--- src/rtl/hdlc_rx_deframer.sv ---
// rtl/hdlc_rx_deframer.sv - HDLC receive deframer: flag hunt, zero destuff, abort, CRC-16 FCS check
// Optional macro HDLC_RX_STATS_EN adds saturating good/crc/abort frame counters.
module hdlc_rx_deframer #(
    parameter int MIN_BYTES = 4,
    parameter int MAX_BYTES = 1536,
    parameter int CNT_W     = 11
) (
    input  logic        netclk,
    input  logic        reset,
    input  logic        rxdata,
    output logic [7:0]  rx_data,
    output logic        rx_valid,
    output logic        rx_sof,
    output logic        frame_end,
    output logic [4:0]  frame_status,
    input  logic        stat_clr,
    output logic [15:0] stat_good,
    output logic [15:0] stat_crc_err,
    output logic [15:0] stat_abort
);
    typedef enum logic [1:0] {HUNT, FLAG, FRAME} state_t;

    localparam logic [CNT_W-1:0] MIN_C   = CNT_W'(MIN_BYTES);
    localparam logic [CNT_W-1:0] MAX_C   = CNT_W'(MAX_BYTES);
    localparam logic [CNT_W-1:0] TWO_C   = CNT_W'(2);
    localparam logic [15:0]      CRC_INIT = 16'hFFFF;
    localparam logic [15:0]      RESIDUE  = 16'h1D0F;

    state_t           state;
    logic [2:0]       ones;
    logic [7:0]       acc;
    logic [2:0]       bit_cnt;
    logic [CNT_W-1:0] count;
    logic [15:0]      crc;
    logic [7:0]       hold0;
    logic [7:0]       hold1;

    logic [2:0]       ones_next;
    logic             is_stuff;
    logic             is_flag;
    logic             is_abort;
    logic             data_bit;
    logic             commit;
    logic [7:0]       acc_next;
    logic [CNT_W-1:0] count_inc;
    logic [4:0]       close_status;

    function automatic logic [15:0] crc_fold(input logic [15:0] c, input logic [7:0] d);
        logic [15:0] r;
        r = c;
        for (int i = 0; i < 8; i++) begin
            r = {r[14:0], 1'b0} ^ ((r[15] ^ d[i]) ? 16'h1021 : 16'h0000);
        end
        return r;
    endfunction

    // A 1 after five 1s is never data: it is either the sixth 1 of a flag or an abort.
    always_comb begin
        ones_next = rxdata ? ((ones == 3'd7) ? 3'd7 : ones + 3'd1) : 3'd0;
        is_stuff  = !rxdata && (ones == 3'd5);
        is_flag   = !rxdata && (ones == 3'd6);
        is_abort  = rxdata && (ones == 3'd6);
        data_bit  = !(is_stuff || is_flag || (rxdata && (ones >= 3'd5)));
        acc_next  = {rxdata, acc[7:1]};
        commit    = data_bit && (bit_cnt == 3'd7);
        count_inc = count + 1'b1;

        close_status    = {1'b0, (count < MIN_C), (bit_cnt != 3'd6), 1'b0, 1'b0};
        if ((count >= MIN_C) && (bit_cnt == 3'd6)) begin
            close_status[0] = (crc != RESIDUE);
        end
    end

    always_ff @(posedge netclk or posedge reset) begin
        if (reset) begin
            state        <= HUNT;
            ones         <= 3'd0;
            acc          <= 8'd0;
            bit_cnt      <= 3'd0;
            count        <= '0;
            crc          <= CRC_INIT;
            hold0        <= 8'd0;
            hold1        <= 8'd0;
            rx_data      <= 8'd0;
            rx_valid     <= 1'b0;
            rx_sof       <= 1'b0;
            frame_end    <= 1'b0;
            frame_status <= 5'd0;
        end else begin
            ones         <= ones_next;
            rx_valid     <= 1'b0;
            rx_sof       <= 1'b0;
            frame_end    <= 1'b0;
            frame_status <= 5'd0;
            case (state)
                HUNT: begin
                    if (is_flag) begin
                        state   <= FLAG;
                        acc     <= 8'd0;
                        bit_cnt <= 3'd0;
                        count   <= '0;
                        crc     <= CRC_INIT;
                    end
                end
                FLAG, FRAME: begin
                    if (is_abort) begin
                        state <= HUNT;
                        if (count != '0) begin
                            frame_end    <= 1'b1;
                            frame_status <= 5'b00010;
                        end
                    end else if (is_flag) begin
                        // Closing flag doubles as the opening flag of the next frame.
                        state   <= FLAG;
                        acc     <= 8'd0;
                        bit_cnt <= 3'd0;
                        count   <= '0;
                        crc     <= CRC_INIT;
                        if (count != '0) begin
                            frame_end    <= 1'b1;
                            frame_status <= close_status;
                        end
                    end else if (data_bit) begin
                        state   <= FRAME;
                        acc     <= acc_next;
                        bit_cnt <= bit_cnt + 3'd1;
                        if (commit) begin
                            if (count_inc > MAX_C) begin
                                state        <= HUNT;
                                frame_end    <= 1'b1;
                                frame_status <= 5'b10000;
                            end else begin
                                count <= count_inc;
                                crc   <= crc_fold(crc, acc_next);
                                hold0 <= acc_next;
                                hold1 <= hold0;
                                // The two newest octets stay held back so the FCS is never delivered.
                                if (count >= TWO_C) begin
                                    rx_valid <= 1'b1;
                                    rx_data  <= hold1;
                                    rx_sof   <= (count == TWO_C);
                                end
                            end
                        end
                    end
                end
                default: state <= HUNT;
            endcase
        end
    end

`ifdef HDLC_RX_STATS_EN
    always_ff @(posedge netclk or posedge reset) begin
        if (reset) begin
            stat_good    <= 16'd0;
            stat_crc_err <= 16'd0;
            stat_abort   <= 16'd0;
        end else if (stat_clr) begin
            stat_good    <= 16'd0;
            stat_crc_err <= 16'd0;
            stat_abort   <= 16'd0;
        end else if (frame_end) begin
            if ((frame_status == 5'd0) && (stat_good != 16'hFFFF)) begin
                stat_good <= stat_good + 16'd1;
            end
            if (frame_status[0] && (stat_crc_err != 16'hFFFF)) begin
                stat_crc_err <= stat_crc_err + 16'd1;
            end
            if (frame_status[1] && (stat_abort != 16'hFFFF)) begin
                stat_abort <= stat_abort + 16'd1;
            end
        end
    end
`else
    logic stat_clr_unused;
    assign stat_clr_unused = stat_clr;
    assign stat_good       = 16'd0;
    assign stat_crc_err    = 16'd0;
    assign stat_abort      = 16'd0;
`endif

endmodule
--- config.mk ---
export PLATFORM = sky130hd
export DESIGN_NAME = hdlc_rx_deframer
export DESIGN_NICKNAME = d
export VERILOG_FILES = /design/src/rtl/hdlc_rx_deframer.sv
export SDC_FILE = /design/constraint.sdc
export NUM_CORES = 1
export LEC_CHECK = 0
export ABC_AREA = 1
export CAP_MARGIN = 15
export CORE_MARGIN = 4
export CORE_UTILIZATION = 58
export DETAILED_ROUTE_END_ITERATION = 7
export MAX_ROUTING_LAYER = met4
export PLACE_DENSITY_LB_ADDON = 0.25
export SLEW_MARGIN = 5
export SYNTH_ARGS = -nofsm -noshare
export SYNTH_HDL_FRONTEND = slang
export SYNTH_SLANG_ARGS = --single-unit
--- constraint.sdc ---
create_clock -name netclk -period 6.05 [get_ports netclk]
set_input_delay 1.815 -clock netclk [delete_from_list [all_inputs] [get_ports netclk]]
set_output_delay 1.815 -clock netclk [all_outputs]
set_load 0.1 [all_outputs]
==> flow_metrics.tcl <==
set metrics [dict create \
    clk_pin_slew_ns 0.08 \
    grt_max_degree 39 \
    worst_pin_slew_ns 0.978 \
    routed_wl_um 7980 \
    ys_types 35 \
    die_w_um 93.2 \
    ys.flop_type "dfrtp_1" \
    cts-buffers-inserted 9 \
    die_y_um 93.2 \
    finClkSkew_ns 0.0114 \
    synth-async-reset-ratio 1.00 \
    setup_viol 0 \
    multiInputGateArea_mm2 0.00191 \
    n_antenna_cell 0 \
    grt_pass1_wl_um 13900 \
    cts_setup_buffers 0 \
    synthXorXnorAreaFrac 0.0291 \
    grt_pass1_vias 3045 \
    synth_edf_count 0 \
    path_class "in2reg" \
    stdcell_count 634 \
    synthAdderAreaFrac 0.0297 \
    crit_buf_inv 2 \
    viasPerCell 4.94 \
    cp_slowest_cell "clkdlybuf4s50_1" \
    place_hpwl_um 5590 \
    clock_latency_ns 0.35 \
    r2r_slack_ns 3.50 \
    synth-seq-area-share 0.444 \
    start_util 0.610 \
    leakagePower_nw 2.24 \
    path_common_cell "nand2_1" \
    dpl-instance-area_mm2 0.00426 \
    critical-path-max-stage-delay_ns 0.56 \
    syn_area_mm2 0.00421 \
    antenna_found_initial 0 \
    powerDensity_mw_per_mm2 518 \
    route.vias.total 3133 \
    clkSinkCount 74 \
    drt_iter0_drc 158 \
    synth_area_per_cell_um2 8.18 \
    num_rows 30 \
    fin_tns_setup_ns 0 \
    path_delay_family "simple AND/OR/NAND/NOR gates" \
    rsz0062_at_grt "false" \
    synthMuxAreaShare 0 \
    htreeDepth 3 \
    remaining_drc_errors 0 \
    cp.arrival_ns 4.04 \
    required_ns 6.29 \
    pre_cts_ws_ns 1.88 \
    finalMaxSlewViolations 0 \
    hold_viol_final 0 \
    port_buffers 18 \
    yosysTopAreaCell "dfrtp_1" \
    wl_per_cell_um 12.6 \
    max_freq_ghz 0.263 \
    globalplace.congestion 0.916 \
    ys_seq_elements 74 \
    grt_use_total 0.204 \
    drive_gt1_frac 0.126 \
    antenna_left 0 \
    cp_cell_sequence "clkdlybuf4s50_1, nand2_1, nand2_4, nand3_1, nand2_1, inv_2, nand2_8, nand2_1, nand2_1" \
    place_inst 618 \
    ir_worst_vdd_mv 0.379 \
    area_growth_pct 5.32 \
    dr.pass1.iters 4 \
    cts_tree "done" \
    overflow 0 \
    status "finished clean" \
    post-route-min-period_ns 3.80 \
    io_pins 68 \
    cts_root_buf "clkbuf_8" \
    startpoint_type "input pin" \
    ys_top_cells_by_area "dfrtp_1 34%, nand2_1 13%, dfstp_2 10%" \
    syn_inst 515 \
    crit_fanout 33 \
    setup_ws_ns 2.25 \
    slew_headroom 0.346 \
    nNetsFinal 547 \
    synth-simple-area-share 0.291 \
    ctsResizeCount 0 \
    die_area_mm2 0.00869 \
    synth_top_family_by_area "simple AND/OR/NAND/NOR gates" \
    core_mm2 0.00691 \
    clk_path_buf_depth 2 \
    synth_compound_area_frac 0.0597 \
    cap_violations 0 \
    final_area_mm2 0.00444 \
    ys_top_cells_by_count "150 x nand2_1, 58 x dfrtp_1, 50 x buf_4" \
    yosysWarnings 0 \
    worstHoldPathType "reg2reg" \
    regArea_mm2 0.00187 \
    synth_top_area_share 0.345 \
    fin_crit_sh 0.628 \
    worstSetupEndpointType "register" \
    synth.most_common_cell "nand2_1" \
    fill_cells 616 \
    postCtsHoldBufs 0 \
]
## flip-flops by register name, indices dropped and copies added (netlist names)
signal and cells:
acc 7, bit_cnt 3, count 11, crc 16, frame_end 1, frame_status 5, hold0 8, hold1 8
ones 3, rx_data 8, rx_sof 1, rx_valid 1, state 2
## worst register-to-register path: stages, from the launching register on
cell and delay [ns]:
dfrtp_1 0.43, inv_1 0.07, ha_1 0.21, nand2_1 0.13, inv_2 0.07, nor2_4 0.18, inv_2 0.09, nand2_4 0.19
nand3_1 0.11, nand2_1 0.23, inv_2 0.31, nand2_8 0.31, nand2_1 0.09, nand2_1 0.07
## placed cells by master (no fill, tap or decap), types with 5 or more instances in the layout
master           instances
nand2_2                 11
inv_2                    6
clkbuf_8                 9
clkdlybuf4s50_1         18
nand4_1                  5
conb_1                  48
o21ai_1                  9
nand2_1                150
xor2_1                   5
a21oi_1                 13
dfrtp_1                 58
dfstp_2                 16
nand3_1                 47
o21ai_0                 14
or2_2                    5
ha_1                    10
o22ai_1                  6
nor2_1                  29
xnor2_1                  9
inv_1                   40
## metrics by stage
| step | utilization | hold WS [ns] | power (mW) |
|---|---|---|---|
| floorplan | - | 0.442 | 1.80 |
| global placement | 0.616 | 0.453 | 1.92 |
| detailed placement | 0.616 | 0.453 | 1.95 |
| CTS | 0.642 | 0.469 | 2.31 |
| global route | 0.642 | 0.495 | 2.49 |
| finish | 0.642 | 0.468 | 2.30 |
## routing by layer
metal	track usage	routed length [µm]	vias up
li1	-	-	1565
met1	0.258	3580	1488
met4	0.0464	63	0
met3	0.0563	427	10
met5	-	0	-
met2	0.331	3910	70
## worst paths after layout
path / to / from / cells past startpoint
worst max-delay path: count[1] / rxdata / 9
worst min register to register: hold1[3] / hold0[3] / 2
worst max register to register: count[1] / ones[0] / 13
max in group asynchronous: crc[2] / reset / 3
worst min-delay path: hold1[3] / hold0[3] / 2
min in group asynchronous: frame_status[1] / reset / 2
## final cells by class
class | count | share of cell area
Tap cell | 96 | 0.0271
Multi-Input combinational cell | 383 | 0.430
Inverter | 46 | 0.0389
Sequential cell | 74 | 0.422
Clock buffer | 9 | 0.0279
Timing Repair Buffer | 19 | 0.0423
Clock inverter | 7 | 0.0121
## report_power, final
part / switching, mW / total (mW) / internal, mW
Clock: 0.197 / 0.349 / 0.152
Combinational: 0.849 / 1.19 / 0.341
Sequential: 0.105 / 0.761 / 0.656
## logic make-up (layout without fill, tap and decap cells)
logic type                 after synthesis  after routing
AOI/OAI and AO/OA                       46             46
xor gates and xnor gates                14             14
adders and majority gates               10             10
buffers and inverters                  105             81
DFF                                     74             74
other                                    1             48
and+or+nand+nor                        265            265
(Power assumes the default switching activity.)
